`src/rtl/dff_16b_pkg.sv`:
```
// Shared project constants for the 16-bit enabled data register.
package dff_16b_pkg;

    // Default data width of the register.
    localparam int DATA_W = 16;

    // Default value forced onto the register output while reset is held.
    localparam logic [DATA_W-1:0] DATA_RST = '0;

    // Upper bound on the supported register width.
    localparam int DATA_W_MAX = 64;

endpackage : dff_16b_pkg

```
`src/rtl/dff_16b_cell.sv`:
```
// Single-bit storage cell.
// It has an asynchronous active-low reset, a load enable, and its own
// reset value. The top-level register is built from these cells.
module dff_cell #(
    parameter logic RESET_BIT = 1'b0
) (
    input  logic clk,
    input  logic rst_n,
    input  logic d_i,
    input  logic en_i,
    output logic q_o
);

    logic q_q;
    logic q_d;

    // Next-state select: load the new bit when enabled, otherwise recirculate.
    always_comb begin
        q_d = q_q;
        if (en_i) begin
            q_d = d_i;
        end
    end

    // State flop. The reset value appears as soon as rst_n falls.
    always_ff @(posedge clk or negedge rst_n) begin
        if (!rst_n) begin
            q_q <= RESET_BIT;
        end else begin
            q_q <= q_d;
        end
    end

    assign q_o = q_q;

endmodule : dff_cell

```
`src/rtl/dff_16b.sv`:
```
// WIDTH-bit data register with a load enable and an asynchronous active-low
// reset. The register is one dff_cell per bit, and every cell shares the same
// enable, so the whole word loads and holds together. The output comes
// straight from the flops. Reset release must already be synchronised to clk
// before it reaches this block.
module dff_16b
    import dff_16b_pkg::*;
#(
    parameter int                WIDTH       = DATA_W,
    parameter logic [WIDTH-1:0]  RESET_VALUE = WIDTH'(DATA_RST)
) (
    input  logic             clk,
    input  logic             rst_n,
    input  logic [WIDTH-1:0] data,
    input  logic             DFF_enable,
    output logic [WIDTH-1:0] out
);

    // Widths outside 1..DATA_W_MAX are not supported. This constant lets a
    // reader confirm the range check at elaboration.
    localparam bit WidthLegal = (WIDTH >= 1) && (WIDTH <= DATA_W_MAX);

    logic [WIDTH-1:0] out_q;

    // One cell per bit. Bit i of data feeds bit i of out, so the bit order
    // is preserved.
    for (genvar i = 0; i < WIDTH; i++) begin : g_bit
        dff_cell #(
            .RESET_BIT (RESET_VALUE[i])
        ) u_cell (
            .clk   (clk),
            .rst_n (rst_n),
            .d_i   (data[i]),
            .en_i  (DFF_enable),
            .q_o   (out_q[i])
        );
    end : g_bit

    assign out = out_q;

endmodule : dff_16b

```
`config.mk`:
```
export PLATFORM = sky130hd
export DESIGN_NAME = dff_16b
export DESIGN_NICKNAME = d
export VERILOG_FILES = /design/src/rtl/dff_16b_pkg.sv /design/src/rtl/dff_16b_cell.sv /design/src/rtl/dff_16b.sv
export SDC_FILE = /design/constraint.sdc
export NUM_CORES = 1
export LEC_CHECK = 0
export CAP_MARGIN = 20
export CORE_MARGIN = 2
export CORE_UTILIZATION = 43
export DETAILED_ROUTE_END_ITERATION = 12
export GPL_TIMING_DRIVEN = 0
export PLACE_DENSITY = 0.83
export SLEW_MARGIN = 40
export SYNTH_ARGS = -nofsm -noshare
export SYNTH_HDL_FRONTEND = slang
export SYNTH_SLANG_ARGS = --single-unit
export TNS_END_PERCENT = 10
```
`constraint.sdc`:
```
create_clock -name clk -period 2.3 [get_ports clk]
set_clock_uncertainty 0.05 [all_clocks]
set_input_delay 0.575 -clock clk [delete_from_list [all_inputs] [get_ports clk]]
set_output_delay 0.575 -clock clk [all_outputs]
set_load 0.01 [all_outputs]
```
; After elaboration in Yosys (flattened, before gate mapping)
; Cells that the tools add are included.
[totals]
regBits = 16
input_bits = 19
out_inout_bits = 16
elab_cells = 16

; Longest topological paths before layout
[depth]
word_depth = 0
ltp_mapped = 3
mapped_depth_nobuf = 1

; Hierarchy
; From an unflattened synthesis, not the netlist that was laid out.
[hier_totals]
hier_cells = 32
hier_area_um2 = 640.6
[by_module_without_submodules]
columns = module, instances, cells_per_inst, area_each_um2, seq_area_each_um2
row1 = dff_cell, 16, 2, 40.0, 25.0

; Worst setup path after synthesis
; No wires, ideal clock.
[synth_path]
kind = input port to flip-flop
startpoint = input DFF_enable
endpoint = register g_bit[0].u_cell.q_q
setup_time_ps = 125
t_arrival_ps = 1111
t_required_ps = 2125
slack_ps = 1013
stages = 3
n_path_buf = 2
cell_sequence = buf_6 > buf_12 > mux2_4
[synth_rtl]
columns = item, line_no
row1 = start: declaration, dff_16b.sv:15  ; input logic DFF_enable,
row2 = end signal: assignment, dff_16b_cell.sv:30  ; q_q <= q_d;
row3 = end: declaration, dff_16b_cell.sv:14  ; logic q_q;
; No word-level cell between the ends.

; Final worst setup path
[layout_path]
startpoint = register g_bit[4].u_cell.q_q
endpoint = output out[4]
[layout_rtl]
columns = item, line_no
row1 = start: declaration, dff_16b_cell.sv:14
row2 = start signal: assignment, dff_16b_cell.sv:30
row3 = end: declaration, dff_16b.sv:16  ; output logic [WIDTH-1:0] out
; No word-level cell between the ends.

==> impl_metrics.tcl <==
set metrics [dict create \
    outcome "completed" \
    fp.dieW_microns 46.3 \
    cp-start-kind "flop" \
    cp_top_family "buffers and inverters" \
    synthSimpleGateAreaFrac 0 \
    irDropWorstVdd_v 0.000415 \
    clkSinkCount 16 \
    rsz0062_at_grt "false" \
    synth_area_sq_um 769 \
    min_period_over_period 0.830 \
    port_buffers 33 \
    hold_buffers 0 \
    insertion_delay_ps 270 \
    dp.cells 108 \
    grtUsageTotal 0.145 \
    synthMuxAreaShare 0.283 \
    ys_seq_area_frac 0.520 \
    syn_area_per_cell_sq_um 15.4 \
    ant_nets 0 \
    synth-compound-area-share 0 \
    grt_pass1_vias 522 \
    via_per_inst 4.33 \
    cp.required_ps 1670 \
    worstSetupEndpointType "output pin" \
    max_stage_delay_ps 520 \
    hold_viol 0 \
    dp_hpwl_microns 1060 \
    rows 15 \
    postRouteWirelength_microns 1380 \
    powerDensity_mw_per_mm2 608 \
    yosysWarnings 0 \
    worstSetupPathType "flop to output pin" \
    hp-class "input pin to async pin" \
    stdcell_count 112 \
    final_layout_size_suffix_gt1_frac 0.448 \
    num_vias 485 \
    relSlewSlack 0.756 \
    crit_fanout 2 \
    finalNetCount 107 \
    clk_path_buf_depth 2 \
    tritoncts "yes" \
    drtPass1Iterations 2 \
    diodes 0 \
    fmax_mhz 524 \
    syn_inst 50 \
    grt_first_pass_wirelength_microns 2150 \
    cts_buffers 3 \
    path_cells "buf_4, clkdlybuf4s50_1" \
    antenna_found_initial 0 \
    fp.dieH_microns 46.3 \
    grt_max_degree 17 \
    slowest_stage "clkdlybuf4s50_1" \
    cp.arrival_ps 1280 \
    htreeDepth 1 \
    maxSlewViolCount 0 \
    core_sq_mm 0.00171 \
    tightest_slew_ps 365 \
    layout-area-overhead-vs-synth_pct 51.1 \
    setup_viol 0 \
    post-cts-setup-buffers 0 \
    maxCapViolations 0 \
    synth_top_family_by_area "multiplexers" \
    drc_errors 0 \
    synth_nets 69 \
    cts-root-buf "clkbuf_4" \
    cts_resized 0 \
    ys_ff_latch 16 \
    worstPathBufferInverterCount 2 \
    ys_types 6 \
    drt_iter0_drc 1 \
    start_util 0.451 \
    grt_overflow_total 0 \
    die-area_sq_mm 0.00214 \
    ios 35 \
    post-route-min-period_ps 1910 \
    synth_adder_area_share 0 \
    totalNegativeSetupSlack_ps 0 \
    largest_reg_flops 16 \
    synth-xor-area-share 0 \
    leakage_nw 0.535 \
    gp_congestion 0.605 \
    clkTransAtPathRegs_ps 100 \
    routedWlPerCell_microns 12.3 \
]
==> per-stage QoR <==
stage | area, sq um | utilization | power (mW) | setup WS (ps) | hold WS [ps]
floorplan | 769 | - | 0.432 | 1010 | 229
global placement | 1130 | 0.662 | 0.525 | 722 | 440
detailed placement | 1130 | 0.662 | 0.533 | 693 | 447
CTS | 1170 | 0.684 | 0.715 | 369 | 467
global route | 1160 | 0.681 | 0.744 | 321 | 157
finish | 1160 | 0.681 | 0.707 | 392 | 145
==> cells in the mapped netlist <==
library cell | instances | area, sq um
buf_4 | 16 | 120
dfrtp_1 | 16 | 400
mux2_4 | 10 | 150
mux2_2 | 6 | 67.6
buf_12 | 1 | 20.0
buf_6 | 1 | 11.3
==> power breakdown <==
part	switching (mW)	internal, mW	total, mW
registers	0.0152	0.309	0.324
clock network	0.0870	0.0961	0.183
logic	0.0554	0.144	0.199
==> worst paths after layout <==
check                                    start              endpoint  slack, ps  cells past startpoint
max                        g_bit[4].u_cell.q_o                out[4]        390                      2
min                                      rst_n   g_bit[4].u_cell.q_o        140                      1
max reg2reg                g_bit[4].u_cell.q_o   g_bit[4].u_cell.q_o       1470                      1
min reg2reg                g_bit[9].u_cell.q_o   g_bit[9].u_cell.q_o        470                      1
max in group asynchronous                rst_n  g_bit[15].u_cell.q_o       1790                      1
min in group clk           g_bit[9].u_cell.q_o   g_bit[9].u_cell.q_o        470                      1
==> cells in the final DEF, fill, tap and decap left out <==
| cell | count |
|---|---|
| dfrtp_1 | 16 |
| buf_4 | 16 |
| mux2_4 | 10 |
| clkbuf_8 | 1 |
| clkdlybuf4s50_1 | 32 |
| clkbuf_4 | 3 |
| mux2_2 | 6 |
| buf_2 | 1 |
| buf_6 | 1 |
| buf_12 | 1 |
==> cell families after synthesis <==
logic type,after synthesis
mux,16
flops,16
buf+inv,18
==> cell type report <==
class / count / area, sq um
flip-flops and latches: 16 / 400
fillers: 131 / 546
clock buffers: 4 / 36.3
plain buffers: 18 / 151
multi-input cells: 16 / 218
repair buffers: 33 / 325
well taps: 25 / 31.3
==> per-layer routing <==
| metal | share of wire | track usage | vias up |
|---|---|---|---|
| li1 | - | - | 223 |
| met1 | 0.38 | 0.160 | 240 |
| met2 | 0.55 | 0.261 | 22 |
| met3 | 0.070 | 0.0431 | 0 |
| met4 | 0 | 0.0514 | 0 |
| met5 | 0 | 0 | - |
No activity file was read; power rests on OpenSTA's default activity.
